`config.mk`:
```
export PLATFORM = sky130hd
export DESIGN_NAME = pipe_hazard_ctrl_flat
export DESIGN_NICKNAME = d
export VERILOG_FILES = /design/src/rtl/pipe_hazard_ctrl_if.sv /design/src/rtl/pipe_hazard_ctrl.sv /design/src/flat_wrapper.sv
export SDC_FILE = /design/constraint.sdc
export NUM_CORES = 1
export LEC_CHECK = 0
export ABC_CLOCK_PERIOD_IN_PS = 4450
export BUFFER_PORTS_ARGS = -buffer_cell sky130_fd_sc_hd__buf_2
export CAP_MARGIN = 15
export CORE_MARGIN = 2
export CORE_UTILIZATION = 45
export CTS_CLUSTER_SIZE = 12
export DETAILED_ROUTE_END_ITERATION = 16
export GPL_ROUTABILITY_DRIVEN = 0
export GPL_TIMING_DRIVEN = 0
export PLACE_DENSITY = 0.74
export SYNTH_ARGS = -nofsm -noshare
export SYNTH_HDL_FRONTEND = slang
export SYNTH_SLANG_ARGS = --single-unit
```
`constraint.sdc`:
```
create_clock -name clk -period 4.45 [get_ports clk]
set_input_delay 0.89 -clock clk [delete_from_list [all_inputs] [get_ports clk]]
set_output_delay 0.89 -clock clk [all_outputs]
set_load 0.03 [all_outputs]
```
`src/rtl/pipe_hazard_ctrl_if.sv`:
```
// Hazard-control bundle between the datapath (master) and the interlock/forwarding
// controller (slave): ID/EXE status in, bubble/hold/flush and forwarding selects out.
interface pipe_hazard_ctrl_if #(
    parameter int unsigned RF_ADDR_W   = 5,
    parameter int unsigned NUM_FWD_SRC = 4
);
    localparam int unsigned SelW = $clog2(NUM_FWD_SRC);

    logic                 id_valid;
    logic [RF_ADDR_W-1:0] id_rs1;
    logic                 id_rs1_used;
    logic [RF_ADDR_W-1:0] id_rs2;
    logic                 id_rs2_used;
    logic [RF_ADDR_W-1:0] id_rd;
    logic                 id_rf_we;
    logic                 id_is_load;
    logic                 exe_br_taken;
    logic                 exe_busy;

    logic                 id_ready_go;
    logic                 if_id_hold;
    logic                 flush_id;
    logic [SelW-1:0]      fwd_sel1;
    logic [SelW-1:0]      fwd_sel2;
    logic                 exe_valid_o;
    logic                 mem_valid_o;
    logic                 wb_valid_o;

    modport master (
        output id_valid, id_rs1, id_rs1_used, id_rs2, id_rs2_used,
               id_rd, id_rf_we, id_is_load, exe_br_taken, exe_busy,
        input  id_ready_go, if_id_hold, flush_id, fwd_sel1, fwd_sel2,
               exe_valid_o, mem_valid_o, wb_valid_o
    );

    modport slave (
        input  id_valid, id_rs1, id_rs1_used, id_rs2, id_rs2_used,
               id_rd, id_rf_we, id_is_load, exe_br_taken, exe_busy,
        output id_ready_go, if_id_hold, flush_id, fwd_sel1, fwd_sel2,
               exe_valid_o, mem_valid_o, wb_valid_o
    );
endinterface

```
`src/rtl/pipe_hazard_ctrl.sv`:
```
// Interlock and forwarding controller for the 5-stage core: EXE/MEM/WB writeback scoreboard,
// load-use/busy stall, branch flush. Define HAZARD_PERF_EN to add stall/flush perf counters.
module pipe_hazard_ctrl #(
    parameter int unsigned RF_ADDR_W   = 5,
    parameter int unsigned NUM_FWD_SRC = 4
) (
    input  logic               clk,
    input  logic               rst,
`ifdef HAZARD_PERF_EN
    output logic [31:0]        perf_stall_cnt,
    output logic [31:0]        perf_flush_cnt,
`endif
    pipe_hazard_ctrl_if.slave  bus
);
    localparam int unsigned SelW = $clog2(NUM_FWD_SRC);

    localparam logic [SelW-1:0] SelRf  = SelW'(0);
    localparam logic [SelW-1:0] SelExe = SelW'(1);
    localparam logic [SelW-1:0] SelMem = SelW'(2);
    localparam logic [SelW-1:0] SelWb  = SelW'(3);

    typedef struct packed {
        logic                 valid;
        logic [RF_ADDR_W-1:0] rd;
        logic                 we;
        logic                 is_load;
    } sb_entry_t;

    localparam sb_entry_t Bubble = '0;

    function automatic logic sb_hit(input sb_entry_t            ent,
                                    input logic [RF_ADDR_W-1:0] rs,
                                    input logic                 used);
        return used && (rs != '0) && ent.valid && ent.we && (ent.rd == rs);
    endfunction

    // Youngest producer wins; a load still in EXE has no result to forward yet.
    function automatic logic [SelW-1:0] pick_src(input logic h_e, input logic h_m,
                                                 input logic h_w);
        if (h_e) return SelExe;
        if (h_m) return SelMem;
        if (h_w) return SelWb;
        return SelRf;
    endfunction

    sb_entry_t e_q, e_d;
    sb_entry_t m_q, m_d;
    sb_entry_t w_q, w_d;

    logic hit_e1, hit_m1, hit_w1;
    logic hit_e2, hit_m2, hit_w2;
    logic load_use;
    logic br;
    logic stall;
    logic ready_go;
    logic hold;
    logic [SelW-1:0] sel1, sel2;

    always_comb begin
        hit_e1   = sb_hit(e_q, bus.id_rs1, bus.id_rs1_used);
        hit_m1   = sb_hit(m_q, bus.id_rs1, bus.id_rs1_used);
        hit_w1   = sb_hit(w_q, bus.id_rs1, bus.id_rs1_used);
        hit_e2   = sb_hit(e_q, bus.id_rs2, bus.id_rs2_used);
        hit_m2   = sb_hit(m_q, bus.id_rs2, bus.id_rs2_used);
        hit_w2   = sb_hit(w_q, bus.id_rs2, bus.id_rs2_used);
        load_use = bus.id_valid && e_q.is_load && (hit_e1 || hit_e2);
        br       = bus.exe_br_taken && e_q.valid;
        stall    = load_use || bus.exe_busy;
        ready_go = bus.id_valid && !stall && !br;
        hold     = bus.id_valid && stall && !br;
        sel1     = pick_src(hit_e1 && !e_q.is_load, hit_m1, hit_w1);
        sel2     = pick_src(hit_e2 && !e_q.is_load, hit_m2, hit_w2);
    end

    always_comb begin
        bus.id_ready_go = 1'b0;
        bus.if_id_hold  = 1'b0;
        bus.flush_id    = 1'b0;
        bus.fwd_sel1    = SelRf;
        bus.fwd_sel2    = SelRf;
        bus.exe_valid_o = 1'b0;
        bus.mem_valid_o = 1'b0;
        bus.wb_valid_o  = 1'b0;
        if (!rst) begin
            bus.id_ready_go = ready_go;
            bus.if_id_hold  = hold;
            bus.flush_id    = br;
            bus.fwd_sel1    = sel1;
            bus.fwd_sel2    = sel2;
            bus.exe_valid_o = e_q.valid;
            bus.mem_valid_o = m_q.valid;
            bus.wb_valid_o  = w_q.valid;
        end
    end

    // A busy EXE keeps its entry and feeds MEM a bubble while WB still drains.
    always_comb begin
        e_d = e_q;
        m_d = m_q;
        w_d = w_q;
        if (rst) begin
            e_d = Bubble;
            m_d = Bubble;
            w_d = Bubble;
        end else if (bus.exe_busy) begin
            m_d = Bubble;
            w_d = m_q;
        end else begin
            if (ready_go) begin
                e_d.valid   = 1'b1;
                e_d.rd      = bus.id_rd;
                e_d.we      = bus.id_rf_we;
                e_d.is_load = bus.id_is_load;
            end else begin
                e_d = Bubble;
            end
            m_d = e_q;
            w_d = m_q;
        end
    end

    always_ff @(posedge clk) begin
        e_q <= e_d;
        m_q <= m_d;
        w_q <= w_d;
    end

    // Load flag is meaningless once the result has reached WB.
    logic unused_w_is_load;
    assign unused_w_is_load = w_q.is_load;

`ifdef HAZARD_PERF_EN
    logic [31:0] stall_cnt_q, stall_cnt_d;
    logic [31:0] flush_cnt_q, flush_cnt_d;

    always_comb begin
        stall_cnt_d = stall_cnt_q;
        flush_cnt_d = flush_cnt_q;
        if (rst) begin
            stall_cnt_d = '0;
            flush_cnt_d = '0;
        end else begin
            if (hold && (stall_cnt_q != '1)) stall_cnt_d = stall_cnt_q + 32'd1;
            if (br && (flush_cnt_q != '1))   flush_cnt_d = flush_cnt_q + 32'd1;
        end
    end

    always_ff @(posedge clk) begin
        stall_cnt_q <= stall_cnt_d;
        flush_cnt_q <= flush_cnt_d;
    end

    assign perf_stall_cnt = stall_cnt_q;
    assign perf_flush_cnt = flush_cnt_q;
`endif

    a_go_hold_excl: assert property (@(posedge clk) disable iff (rst) !(ready_go && hold));

endmodule

```
`src/flat_wrapper.sv`:
```
// flat-port wrapper written by rule: the top's interface ports become plain ports
module pipe_hazard_ctrl_flat 
#(
    parameter int unsigned RF_ADDR_W   = 5,
    parameter int unsigned NUM_FWD_SRC = 4
)
  (clk, rst, bus_id_valid, bus_id_rs1, bus_id_rs1_used, bus_id_rs2, bus_id_rs2_used, bus_id_rd, bus_id_rf_we, bus_id_is_load, bus_exe_br_taken, bus_exe_busy, bus_id_ready_go, bus_if_id_hold, bus_flush_id, bus_fwd_sel1, bus_fwd_sel2, bus_exe_valid_o, bus_mem_valid_o, bus_wb_valid_o);
  pipe_hazard_ctrl_if #(.RF_ADDR_W(RF_ADDR_W), .NUM_FWD_SRC(NUM_FWD_SRC)) bus_i ();
  input  logic clk;
  input  logic rst;
  input wire logic [$bits(bus_i.id_valid)-1:0] bus_id_valid;
  input wire logic [$bits(bus_i.id_rs1)-1:0] bus_id_rs1;
  input wire logic [$bits(bus_i.id_rs1_used)-1:0] bus_id_rs1_used;
  input wire logic [$bits(bus_i.id_rs2)-1:0] bus_id_rs2;
  input wire logic [$bits(bus_i.id_rs2_used)-1:0] bus_id_rs2_used;
  input wire logic [$bits(bus_i.id_rd)-1:0] bus_id_rd;
  input wire logic [$bits(bus_i.id_rf_we)-1:0] bus_id_rf_we;
  input wire logic [$bits(bus_i.id_is_load)-1:0] bus_id_is_load;
  input wire logic [$bits(bus_i.exe_br_taken)-1:0] bus_exe_br_taken;
  input wire logic [$bits(bus_i.exe_busy)-1:0] bus_exe_busy;
  output wire logic [$bits(bus_i.id_ready_go)-1:0] bus_id_ready_go;
  output wire logic [$bits(bus_i.if_id_hold)-1:0] bus_if_id_hold;
  output wire logic [$bits(bus_i.flush_id)-1:0] bus_flush_id;
  output wire logic [$bits(bus_i.fwd_sel1)-1:0] bus_fwd_sel1;
  output wire logic [$bits(bus_i.fwd_sel2)-1:0] bus_fwd_sel2;
  output wire logic [$bits(bus_i.exe_valid_o)-1:0] bus_exe_valid_o;
  output wire logic [$bits(bus_i.mem_valid_o)-1:0] bus_mem_valid_o;
  output wire logic [$bits(bus_i.wb_valid_o)-1:0] bus_wb_valid_o;
  assign bus_i.id_valid = bus_id_valid;
  assign bus_i.id_rs1 = bus_id_rs1;
  assign bus_i.id_rs1_used = bus_id_rs1_used;
  assign bus_i.id_rs2 = bus_id_rs2;
  assign bus_i.id_rs2_used = bus_id_rs2_used;
  assign bus_i.id_rd = bus_id_rd;
  assign bus_i.id_rf_we = bus_id_rf_we;
  assign bus_i.id_is_load = bus_id_is_load;
  assign bus_i.exe_br_taken = bus_exe_br_taken;
  assign bus_i.exe_busy = bus_exe_busy;
  assign bus_id_ready_go = bus_i.id_ready_go;
  assign bus_if_id_hold = bus_i.if_id_hold;
  assign bus_flush_id = bus_i.flush_id;
  assign bus_fwd_sel1 = bus_i.fwd_sel1;
  assign bus_fwd_sel2 = bus_i.fwd_sel2;
  assign bus_exe_valid_o = bus_i.exe_valid_o;
  assign bus_mem_valid_o = bus_i.mem_valid_o;
  assign bus_wb_valid_o = bus_i.wb_valid_o;
  pipe_hazard_ctrl #(.RF_ADDR_W(RF_ADDR_W), .NUM_FWD_SRC(NUM_FWD_SRC)) u_core (.clk(clk), .rst(rst), .bus(bus_i));
endmodule
```
# ---- Word level (Yosys, flattened, before mapping)
# Index checks and enable logic that the tools add are counted.
dict set report word_totals {
  reg_bits 22
  latchBits 0
  mem_bits_rw 0
  rom_bits 0
  inputBits 24
  out_inout_bits 10
  word_cells 86
  mem_count 0
}
dict set report op_classes {
  add_sub_neg 0
  multipliers 0
  div 0
  n_lt_le_gt_ge 0
  eq_ne 6
  n_shift 0
  muxes 33
  bitwise 0
  reduce_logical 37
}
# op count
set op_table {}
lappend op_table {{5-bit equality test} 6}
lappend op_table {{1-bit logical AND} 29}
lappend op_table {{2-bit 2-to-1 mux} 14}
lappend op_table {{1-bit 2-to-1 mux} 18}
lappend op_table {{5-bit nonzero test} 2}
lappend op_table {{8-bit 2-to-1 mux} 1}
lappend op_table {{1-bit logical NOT} 3}
lappend op_table {{1-bit logical OR} 2}
lappend op_table {{2-bit OR reduction} 1}

# ---- Longest topological paths before layout
dict set report depth {
  ltp_word 14
  ltp_mapped 5
  ltp_nobuf 5
}

# ---- Worst setup path before layout
# OpenSTA, ideal clock, no wires.
dict set report synth_path {
  path_kind {in2out}
  startpoint {input port bus_id_rs1[1]}
  endpoint {output port bus_fwd_sel1[1]}
  t_arrival_ps 2524
  required_time_ps 3560
  path_slack_ps 1036
  path_stages 5
  path_buffers 0
  path_cell_list {or4_1 -> o21ai_2 -> or3_4 -> nor2_1 -> a211oi_1}
}
dict set report synth_via {
  elab_chain_len 12
  word_cells_on_any_way 27
  cone_classes {3 x eq/ne; 12 x mux; 12 x reduce/logical}
}
# item line
set synth_lines {}
lappend synth_lines {{start: declaration} flat_wrapper.sv:12} ;# input wire logic [$bits(bus_i.id_rs1)-1:0] bus_id_rs1;
lappend synth_lines {{5-bit nonzero test} pipe_hazard_ctrl.sv:34} ;# return used && (rs != '0) && ent.valid && ent.we && (ent.rd == rs);
lappend synth_lines {{1-bit logical AND (4 in series)} pipe_hazard_ctrl.sv:34}
lappend synth_lines {{1-bit 2-to-1 mux (2 in series)} pipe_hazard_ctrl.sv:42} ;# if (h_w) return SelWb;
lappend synth_lines {{1-bit 2-to-1 mux} pipe_hazard_ctrl.sv:41} ;# if (h_m) return SelMem;
lappend synth_lines {{2-bit 2-to-1 mux} pipe_hazard_ctrl.sv:43} ;# return SelRf;
lappend synth_lines {{2-bit 2-to-1 mux} pipe_hazard_ctrl.sv:42}
lappend synth_lines {{2-bit 2-to-1 mux (*)} pipe_hazard_ctrl.sv:41}
lappend synth_lines {{2-bit 2-to-1 mux (*)} pipe_hazard_ctrl.sv:84} ;# if (!rst) begin
lappend synth_lines {{end: declaration} flat_wrapper.sv:24} ;# output wire logic [$bits(bus_i.fwd_sel1)-1:0] bus_fwd_sel1;
# Every way passes the cells marked *; elsewhere a longest branch is shown, timed or not. The select of a mux whose other input is x is not followed.

# ---- Final worst setup path
dict set report layout_path {
  startpoint {input port bus_id_rs2[0]}
  endpoint {output port bus_if_id_hold}
}
dict set report layout_via {
  elab_chain_len 11
  word_cells_on_any_way 12
  cone_classes {1 x eq/ne; 1 x mux; 10 x reduce/logical}
}
# item line
set layout_lines {}
lappend layout_lines {{start: declaration} flat_wrapper.sv:14} ;# input wire logic [$bits(bus_i.id_rs2)-1:0] bus_id_rs2;
lappend layout_lines {{5-bit nonzero test} pipe_hazard_ctrl.sv:34}
lappend layout_lines {{1-bit logical AND (3 in series)} pipe_hazard_ctrl.sv:34}
lappend layout_lines {{1-bit logical AND (*)} pipe_hazard_ctrl.sv:34}
lappend layout_lines {{1-bit logical OR (*)} pipe_hazard_ctrl.sv:66} ;# load_use = bus.id_valid && e_q.is_load && (hit_e1 || hit_e2);
lappend layout_lines {{1-bit logical AND (*)} pipe_hazard_ctrl.sv:66}
lappend layout_lines {{1-bit logical OR (*)} pipe_hazard_ctrl.sv:68} ;# stall = load_use || bus.exe_busy;
lappend layout_lines {{1-bit logical AND (*) (2 in series)} pipe_hazard_ctrl.sv:70} ;# hold = bus.id_valid && stall && !br;
lappend layout_lines {{1-bit 2-to-1 mux (*)} pipe_hazard_ctrl.sv:84}
lappend layout_lines {{end: declaration} flat_wrapper.sv:22} ;# output wire logic [$bits(bus_i.if_id_hold)-1:0] bus_if_id_hold;
# Every way passes the cells marked *; elsewhere a longest branch is shown, timed or not.

==> impl_metrics.yaml <==
sta:
  maxSlewViolCount: 0
  fmax_mhz: 298
  whs_ps: 471
  clock_skew_ps: 5.77
  min_period_ps: 3360
  fin_crit_sh: 0.755
  grt_setup_unrepaired: "false"
  timing_hold_violations_final: 0
  worstMarginPinSlew_ps: 433
  relSlewSlack: 0.711
  setup_viol: 0
  finalSetupTns_ps: 0
die:
  die_width_um: 55.2
  core_area_um2: 2480
  rows: 18
  die-area_um2: 3040
  start_util: 0.476
  io_pins: 34
  die_h_um: 55.2
pwr:
  irDropWorstVdd_uv: 337
  swShare: 0.231
  p_int_mw: 0.318
  power_frac_comb: 0.132
  p_leak_nw: 0.551
  clockPowerShare: 0.369
  seqPwrFrac: 0.499
  power_mw: 0.414
  p_switching_mw: 0.0957
  cellPowerDensity_nw_per_um2: 289
place:
  dp_cells: 195
  dp_hpwl_mm: 2.07
  port_buffers: 32
routing:
  viasPerCell: 5.03
  drc: 0
  dr.pass1.iters: 3
  routed_wl_mm: 2.55
  wire_per_inst_um: 12.8
  antenna_left: 0
  drtIter0Drc: 16
  via_count: 1001
synthesis:
  synth_area_leaders: "dfxtp_1, xnor2_1, nor2b_1, nand2_1, and2_1"
  synth_flop_cell: "dfxtp_1"
  synth_area_leader_cell: "dfxtp_1"
  synth-seq-cells: 22
  avgSynthCellArea_um2: 8.86
  syn_area_um2: 1180
  synth-edff-count: 0
  synth-seq-area-share: 0.374
  ys_types: 26
  synthDominantCellAreaShare: 0.374
  yosys_warnings: 0
  synthesis.nets: 157
  syn_inst: 133
  synth_async_sr_flop_share: 0
cts:
  cts_tree: "done"
  htreeDepth: 1
  insertion_delay_ps: 310
  numCtsBuffers: 3
  postCtsHoldBufs: 0
  clk_pin_slew_ps: 120
  cts_resized: 0
  cts_max_path_buffers: 2
  cts_num_sinks: 22
  cts-root-buf: "clkbuf_4"
  cts_setup_buffers: 0
layout:
  final_cell_mix: "buf_2, xnor2_1, dfxtp_1, nand2_1, nor2b_1"
  fillers: 219
  diodes: 0
  mostFrequentLayoutCell: "buf_2"
  area_growth_pct: 21.2
  layout-drive-gt1-share: 0.243
  fin_cells: 199
  fin_nets: 194
critical_path:
  worstSetupPathType: "input pin to output pin"
  r2r_start: "u_core.e_q[5]"
  ff2ff_setup_slack_ps: 2800
  startpoint_type: "input pin"
  cp.required_ps: 3560
  cpPeakStageDelay_ps: 530
  cp.arrival_ps: 2470
  crit_path_start: "bus_id_rs2[0]"
  cp_max_fo: 10
  worstReg2RegEnd: "u_core.e_q[3]"
  critPathSlowestCell: "or4_1"
  cp_cell_sequence: "buf_2, or4_1, o21ai_1, or3_4, a21boi_4, o2111a_1, buf_2"
  cp-end-kind: "output pin"
  reg2reg_depth: 5
  cp_common_cell: "buf_2"
worst_hold_path:
  worstHoldPathCells: 1
  min_from: "u_core.m_q[1]"
  hold_end: "u_core.w_q[1]"
  hold_class: "flip-flop to flip-flop"
grt:
  grt_max_degree: 14
  grtUsageTotal: 0.188
  grt_first_pass_wirelength_mm: 3.95
  grt_antenna_before_repair: 0
  grt.overflow.total: 0
  grt_pass1_vias: 893
job:
  cap_violations: 0
run_status:
  outcome: "completed"
==> cells in the mapped netlist (2+ instances only) <==
library cell	n
a2bb2oi_1	2
and2_1	7
clkbuf_1	2
dfxtp_1	22
nand2_1	18
nand3_1	3
nand4_1	6
nor2_1	5
nor2b_1	12
nor4_1	2
o21ai_0	7
or3_4	2
or4_1	4
xnor2_1	26
xor2_1	4
==> worst max path at each step <==
stage	end	slack, ps	cells past startpoint
6_report	bus_if_id_hold	1090	7
5_1_grt	bus_if_id_hold	1000	7
4_1_cts	bus_if_id_hold	1080	7
3_5_place_dp	bus_if_id_hold	1080	7
3_3_place_gp	bus_if_id_hold	1110	7
2_1_floorplan	bus_fwd_sel1[1]	1040	5
==> routing by layer <==
metal | wire, um | GRT usage | up-vias | part of all wire
met2 | 1310 | 0.317 | 20 | 0.51
met3 | 83 | 0.0323 | 6 | 0.033
met4 | 38 | 0.0976 | 0 | 0.015
li1 | - | - | 532 | -
met5 | 0 | 0 | - | 0
met1 | 1120 | 0.228 | 443 | 0.44
==> flip-flops by register name, summed over array words and instances, names as in the netlist <==
name and count:
u_core.e_q 8, u_core.m_q 7, u_core.w_q 7
==> area by class of cell <==
cell class,instances,area (um2),share of cell area
Buffer,2,7.51,0.00525
Clock buffer,3,22.5,0.0158
Clock inverter,1,30.0,0.0210
Inverter,1,3.75,0.00263
Multi-Input combinational cell,108,727,0.509
Sequential cell,22,440,0.308
Tap cell,30,37.5,0.0263
Timing Repair Buffer,32,160,0.112
==> stage by stage <==
stage	setup slack, ps	area [um2]	util
after floorplan	1040	1180	-
after global routing	1000	1430	0.577
after CTS	1080	1430	0.577
after detailed placement	1080	1380	0.556
after global placement	1110	1380	0.556
final	1090	1430	0.577
==> logic make-up after synthesis <==
| logic type | Yosys count | synth area share |
|---|---|---|
| AND/OR/NAND/NOR | 62 | 0.291 |
| buffers and inverters | 3 | 0.00955 |
| AO/OA/AOI/OAI | 16 | 0.103 |
| flip-flops | 22 | 0.374 |
| XOR/XNOR | 30 | 0.223 |
==> critical path, delay by kind of cell <==
kind,cells,cell delay [ps]
AOI/OAI and AO/OA,3,540
buffers and inverters,2,310
and+or+nand+nor,2,730
==> power groups by stage <==
stage	logic, mW	registers (mW)	clock network (mW)
global route	0.0598	0.208	0.164
CTS	0.0549	0.207	0.155
finish	0.0544	0.207	0.153
global placement	0.0523	0.211	0
detailed placement	0.0544	0.211	0
floorplan	0.0312	0.210	0
(Power assumes the default switching activity.)
